[src/rtl/uart_ctrl.sv]
// UART controller: baud tick generator, RX FIFO, TX hold register and launch FSM, register bus.
// Optional interrupt output and enables are built when UART_CTRL_IRQ_EN is defined.
module uart_ctrl #(
  parameter int unsigned BAUD_DIV = 326,
  parameter int unsigned DEPTH    = 4
) (
  input  logic        sysclk,
  input  logic        reset,
`ifdef UART_CTRL_IRQ_EN
  output logic        irq,
`endif
  output logic        baud_tick,
  output logic        rx_en,
  input  logic        rx_status,
  input  logic [7:0]  rx_data,
  output logic        tx_start,
  output logic [7:0]  tx_data,
  input  logic        tx_busy,
  input  logic [1:0]  addr,
  input  logic        rd,
  input  logic        wr,
  input  logic [31:0] wdata,
  output logic [31:0] rdata
);

  localparam int AW = $clog2(DEPTH);
  localparam int CW = $clog2(DEPTH + 1);

  typedef enum logic [1:0] {S_IDLE, S_LAUNCH, S_WAIT_BUSY, S_WAIT_DONE} state_t;

  state_t          state_q, state_d;
  logic [15:0]     div_q, div_d, cnt_q, cnt_d;
  logic            rx_en_q, rx_en_d, tx_en_q, tx_en_d;
  logic            ovr_q, ovr_d, drop_q, drop_d;
  logic [7:0]      hold_q, hold_d, tx_data_q, tx_data_d;
  logic            hold_full_q, hold_full_d;
  logic [7:0]      mem_q [DEPTH];
  logic [AW-1:0]   wp_q, wp_d, rp_q, rp_d;
  logic [CW-1:0]   fcnt_q, fcnt_d;
  logic            wr_txd_s, wr_con_s, wr_div_s, rd_rxd_s;
  logic            push_req_s, push_s, pop_s, full_s, empty_s, launch_s;
  logic [31:0]     con_s;
  logic            unused_s;
`ifdef UART_CTRL_IRQ_EN
  logic            rx_ie_q, rx_ie_d, tx_ie_q, tx_ie_d, irq_q, irq_d;
`endif

  assign wr_txd_s = wr & (addr == 2'd0);
  assign rd_rxd_s = rd & (addr == 2'd1);
  assign wr_con_s = wr & (addr == 2'd2);
  assign wr_div_s = wr & (addr == 2'd3);
  assign unused_s = ^wdata;

  assign baud_tick  = (div_q <= 16'd1) | (cnt_q == (div_q - 16'd1));
  assign rx_en      = rx_en_q;
  assign tx_start   = (state_q == S_LAUNCH);
  assign tx_data    = tx_data_q;

  assign full_s     = (fcnt_q == CW'(DEPTH));
  assign empty_s    = (fcnt_q == {CW{1'b0}});
  assign push_req_s = rx_status & rx_en_q;
  assign pop_s      = rd_rxd_s & ~empty_s;
  // A full FIFO still accepts a push when a pop frees the head slot at the same edge.
  assign push_s     = push_req_s & (~full_s | pop_s);

`ifdef UART_CTRL_IRQ_EN
  assign irq   = irq_q;
  assign con_s = {18'd0, tx_ie_q, rx_ie_q, 5'(fcnt_q), drop_q, ovr_q, ~empty_s,
                  tx_busy, hold_full_q, tx_en_q, rx_en_q};
`else
  assign con_s = {20'd0, 5'(fcnt_q), drop_q, ovr_q, ~empty_s,
                  tx_busy, hold_full_q, tx_en_q, rx_en_q};
`endif

  always_comb begin
    state_d = state_q;
    case (state_q)
      S_IDLE:      if (hold_full_q && tx_en_q) state_d = S_LAUNCH; else state_d = S_IDLE;
      S_LAUNCH:    state_d = S_WAIT_BUSY;
      S_WAIT_BUSY: if (tx_busy) state_d = S_WAIT_DONE; else state_d = S_WAIT_BUSY;
      S_WAIT_DONE: if (!tx_busy) state_d = S_IDLE; else state_d = S_WAIT_DONE;
      default:     state_d = S_IDLE;
    endcase
  end

  assign launch_s = (state_q == S_IDLE) && (state_d == S_LAUNCH);

  always_comb begin
    div_d       = div_q;
    cnt_d       = cnt_q + 16'd1;
    rx_en_d     = rx_en_q;
    tx_en_d     = tx_en_q;
    ovr_d       = ovr_q;
    drop_d      = drop_q;
    hold_d      = hold_q;
    hold_full_d = hold_full_q;
    tx_data_d   = tx_data_q;
    wp_d        = wp_q;
    rp_d        = rp_q;
    fcnt_d      = fcnt_q;
    if (wr_div_s) begin
      div_d = wdata[15:0];
      cnt_d = 16'd0;
    end else if (baud_tick) begin
      cnt_d = 16'd0;
    end else begin
      cnt_d = cnt_q + 16'd1;
    end
    if (wr_con_s) begin
      rx_en_d = wdata[0];
      tx_en_d = wdata[1];
    end else begin
      rx_en_d = rx_en_q;
    end
    // Sticky flags: a new event in the same cycle outranks the write-1-to-clear.
    if (push_req_s && full_s && !pop_s) ovr_d = 1'b1;
    else if (wr_con_s && wdata[5]) ovr_d = 1'b0;
    else ovr_d = ovr_q;
    if (wr_txd_s && hold_full_q) drop_d = 1'b1;
    else if (wr_con_s && wdata[6]) drop_d = 1'b0;
    else drop_d = drop_q;
    if (launch_s) begin
      hold_full_d = 1'b0;
      tx_data_d   = hold_q;
    end else if (wr_txd_s && !hold_full_q) begin
      hold_full_d = 1'b1;
      hold_d      = wdata[7:0];
    end else begin
      hold_full_d = hold_full_q;
    end
    if (push_s) wp_d = wp_q + AW'(1); else wp_d = wp_q;
    if (pop_s) rp_d = rp_q + AW'(1); else rp_d = rp_q;
    case ({push_s, pop_s})
      2'b10:   fcnt_d = fcnt_q + CW'(1);
      2'b01:   fcnt_d = fcnt_q - CW'(1);
      default: fcnt_d = fcnt_q;
    endcase
  end

`ifdef UART_CTRL_IRQ_EN
  always_comb begin
    rx_ie_d = rx_ie_q;
    tx_ie_d = tx_ie_q;
    if (wr_con_s) begin
      rx_ie_d = wdata[12];
      tx_ie_d = wdata[13];
    end else begin
      tx_ie_d = tx_ie_q;
    end
    irq_d = (rx_ie_q & ~empty_s) | (tx_ie_q & ~hold_full_q & (state_q == S_IDLE)) | ovr_q;
  end
`endif

  always_ff @(posedge sysclk or posedge reset) begin
    if (reset) begin
      state_q     <= S_IDLE;
      div_q       <= 16'(BAUD_DIV);
      cnt_q       <= 16'd0;
      rx_en_q     <= 1'b1;
      tx_en_q     <= 1'b1;
      ovr_q       <= 1'b0;
      drop_q      <= 1'b0;
      hold_q      <= 8'd0;
      hold_full_q <= 1'b0;
      tx_data_q   <= 8'd0;
      wp_q        <= {AW{1'b0}};
      rp_q        <= {AW{1'b0}};
      fcnt_q      <= {CW{1'b0}};
`ifdef UART_CTRL_IRQ_EN
      rx_ie_q     <= 1'b0;
      tx_ie_q     <= 1'b0;
      irq_q       <= 1'b0;
`endif
    end else begin
      state_q     <= state_d;
      div_q       <= div_d;
      cnt_q       <= cnt_d;
      rx_en_q     <= rx_en_d;
      tx_en_q     <= tx_en_d;
      ovr_q       <= ovr_d;
      drop_q      <= drop_d;
      hold_q      <= hold_d;
      hold_full_q <= hold_full_d;
      tx_data_q   <= tx_data_d;
      wp_q        <= wp_d;
      rp_q        <= rp_d;
      fcnt_q      <= fcnt_d;
`ifdef UART_CTRL_IRQ_EN
      rx_ie_q     <= rx_ie_d;
      tx_ie_q     <= tx_ie_d;
      irq_q       <= irq_d;
`endif
    end
  end

  // FIFO storage needs no reset; the pointers and count define which entries are valid.
  always_ff @(posedge sysclk) begin
    if (push_s) mem_q[wp_q] <= rx_data;
  end

  always_comb begin
    rdata = 32'd0;
    if (rd) begin
      case (addr)
        2'd1:    if (!empty_s) rdata = {24'd0, mem_q[rp_q]}; else rdata = 32'd0;
        2'd2:    rdata = con_s;
        2'd3:    rdata = {16'd0, div_q};
        default: rdata = 32'd0;
      endcase
    end else begin
      rdata = 32'd0;
    end
  end

endmodule

[config.mk]
export PLATFORM = sky130hd
export DESIGN_NAME = uart_ctrl
export DESIGN_NICKNAME = d
export VERILOG_FILES = /design/src/rtl/uart_ctrl.sv
export SDC_FILE = /design/constraint.sdc
export NUM_CORES = 1
export LEC_CHECK = 0
export CAP_MARGIN = 20
export CELL_PAD_IN_SITES_DETAIL_PLACEMENT = 1
export CELL_PAD_IN_SITES_GLOBAL_PLACEMENT = 2
export CORE_MARGIN = 10
export CORE_UTILIZATION = 35
export CTS_CLUSTER_DIAMETER = 80
export DETAILED_ROUTE_END_ITERATION = 7
export GPL_ROUTABILITY_DRIVEN = 0
export PLACE_DENSITY_LB_ADDON = 0.05
export SLEW_MARGIN = 20
export SYNTH_ARGS = -nofsm -noshare
export SYNTH_HDL_FRONTEND = slang
export SYNTH_SLANG_ARGS = --single-unit
[constraint.sdc]
create_clock -name sysclk -period 3.1 [get_ports sysclk]
set_input_delay 0.465 -clock sysclk [delete_from_list [all_inputs] [get_ports sysclk]]
set_output_delay 0.465 -clock sysclk [all_outputs]
set_load 0.005 [all_outputs]
==> metrics.txt <==
worst-margin pin slew=0.549 ns; Synth Cell Area=4890 um2; vias in the first global route=3830; P per Cell Area=between 700 and 800 nW/um2; Synth cell types=55; sw power=0.00132 W; crit path DAT=2.61 ns; Startpoint Class=flip-flop; initial core utilization=35.5%; Worst Path Required=2.63 ns; Pleak=2.42 nW; delay-heaviest family, CP=simple AND/OR/NAND/NOR gates; Post-synth top flop=dfrtp_1; synth warn=0; Die ar.=roughly 19000 um2; cells along the critical path=buf_6 -> or4_4 -> nor4b_2 -> a31oi_1 -> a311o_1 -> a2111oi_4 -> or2_4 -> buf_6; setup_tns=0 ns; initial antenna violation count=0; async set-reset flop share out of synthesis=66.0%; I/O Buffers=58; grt total ovfl=0; syn_area_per_cell=around 12 um2; DR WL/cell=19.3 um; IO Count=91; max_slew headroom=63.3%; Routed Antenna Nets=0; largest cells by area after synthesis=dfrtp_1, edfxtp_1, mux2_2, xnor2_1, mux4_2; leading area contributor after synthesis=dfrtp_1; fin. max-slew vios=0; top cell type's share of synthesized area=roughly 29%; root buffer cell=clkbuf_16; CTS clock-pin slew for the worst setup and hold paths=0.07 ns; Longest Clk Path Bufs=2; final setup violating endpoints=0; worst vdd ir=0.000358 V; status=finished, final reports clean; Hold Fails Final Rpt=0; Bufs and invs on worst path=2; fmax=325 MHz; CTS tree=done; Fillers=1502; Tcrit/Tclk final=99.2%; area grow syn2layout=27.0%; area occupied by multi-input gates=~2200 um2; std cell rows=43; Worst setup EP type=output pin; Sequential Area=between 2000 and 3000 um2; WL final=13.0 mm; Final #Nets=542; Detailed Routing Iterations Pass 1=5; Max stage delay cell, worst path=or4_4; crit path kind=flip-flop to output pin; Post-Syn Instances=406; final hold slack=0.479 ns; Max-Cap Viols=0; diode count=0; post-DP HPWL=9.82 mm; Seq/Total Area, Yosys=51.5%; Tot GR Track Use=a little over an eighth; Core Footprint=13800 um2; worst min path class=input pin to async pin; top library cells by usage in the layout, fill and taps aside=clkdlybuf4s50_1, dfrtp_1, mux2_2; fin cells=~670; worst-path fanout max=5; post-route clock skew=0.00803 ns; pin count of the biggest net entering global routing=32; min Tclk post-route=a little over 3 ns; clock latency on the worst-skew pair=around 0.35 ns; placed insts=653; Comb pwr share=29.4%; Net Sw Frac=slightly below 30%; internal power=~0.0031 W; share of cells above drive strength 1=24.2%; clock share of power=approximately 28%; drt initial violations=124; flops & latches, synth=94; die height=138 um; CTS H-tree depth=3; sequential power share=42.3%; most common cell after layout, fill and taps aside=clkdlybuf4s50_1; Die W=138 um; unrepaired setup endpoints after global routing=true; Total Power=0.00444 W; Hold-fix buffers, CTS=0; first-pass GRT wire length=21.4 mm; worst stage delay on the critical path=0.53 ns; detailed-route DRC error count=0; Post-synth EDFFs=32; CTS Buf Count=9; post-DR vias/cell=5.14; clock sink total=94; most used cell, CP=buf_6; via count=3446
## through the flow
stage | setup WS (ns) | utilization, % | cell area (um2)
6_report | 0.0237 | 45.1 | 6210
2_1_floorplan | 0.219 | - | 4950
5_1_grt | -0.122 | 45.1 | 6210
4_1_cts | -0.00319 | 45.1 | 6210
3_3_place_gp | -0.0723 | 42.1 | 5800
3_5_place_dp | -0.116 | 42.1 | 5800
## final timing paths
kind / startpoint / to / slack [ns] / cells after the start
max in group asynchronous: reset / div_q[8]$_DFFE_PP1P_ / 1.79 / 3
worst min-delay path: reset / wp_q[0]$_DFFE_PP0P_ / 0.48 / 2
worst max register to register: div_q[0]$_DFFE_PP0P_ / cnt_q[7]$_DFF_PP0_ / 0.56 / 8
min in group sysclk: hold_q[0]$_DFFE_PP0P_ / tx_data[0]$_DFFE_PP0P_ / 0.51 / 1
worst min register to register: hold_q[0]$_DFFE_PP0P_ / tx_data[0]$_DFFE_PP0P_ / 0.51 / 1
worst max-delay path: div_q[0]$_DFFE_PP0P_ / baud_tick / 0.02 / 8
## power groups by stage
stage / Combinational [W] / Clock [W] / Sequential, W
after global routing: 0.00146 / 0.00134 / 0.00194
final: 0.00131 / 0.00125 / 0.00188
after detailed placement: 0.00130 / 0 / 0.00191
after floorplan: 0.000888 / 0 / 0.00177
after CTS: 0.00133 / 0.00129 / 0.00189
after global placement: 0.00127 / 0 / 0.00189
## state kept, by name, summed over array words and instances, names as in the netlist
signal	count
cnt_q	16
div_q	16
drop_q	1
fcnt_q	3
hold_full_q	1
hold_q	8
mem_q	32
ovr_q	1
rp_q	2
rx_en	1
state_q	2
tx_data	8
tx_en_q	1
wp_q	2
## layer usage
| metal | vias to the layer above | GRT usage [%] | wire, um |
|---|---|---|---|
| li1 | 1608 | - | - |
| met1 | 1775 | 16.9 | 5870 |
| met2 | 50 | 23.0 | 6500 |
| met3 | 13 | 2.77 | 392 |
| met4 | 0 | 5.27 | 202 |
| met5 | - | 0 | 0 |
## cells in the mapped netlist, drive strengths merged (2+ instances only)
cell,count
a21oi,4
or3,3
nand3,11
inv,8
mux4,8
or2,2
a21boi,2
xor2,14
a31oi,4
nor2b,11
or4,2
nand3b,3
buf,25
a2111oi,2
ha,7
a22o,8
mux2,34
nand2b,4
clkbuf,15
nand4b,2
nor4,18
nor3b,2
nor3,9
and2,11
dfstp,6
nor2,18
xnor2,25
mux2i,4
a22oi,7
o211ai,2
o21ai,7
and3,10
nand4,3
nand2,12
o31ai,2
and4,2
edfxtp,32
dfrtp,56
## repair_timing
action                     CTS  global route
pin swaps                    8             0
setup endpoints to repair    1             9
buffers inserted             2             0
resized for setup           19             2
## cell type report
cell class              instances  share of cell area [%]
clock buffers                  12                    4.23
clock inverters                 4                    1.21
inverters                       8                   0.483
multi-input cells             279                    35.8
flip-flops and latches         94                    40.6
well taps                     180                    3.62
repair buffers                 94                    14.0
## cell families after synthesis
group	share of synthesized area [%]
simple gates	14.6
mux	12.3
flops	51.5
fa+ha+maj	2.20
other cells	0.0766
buf+inv	5.32
compound gates	6.98
xor+xnor	6.98
(Power assumes the default switching activity.)
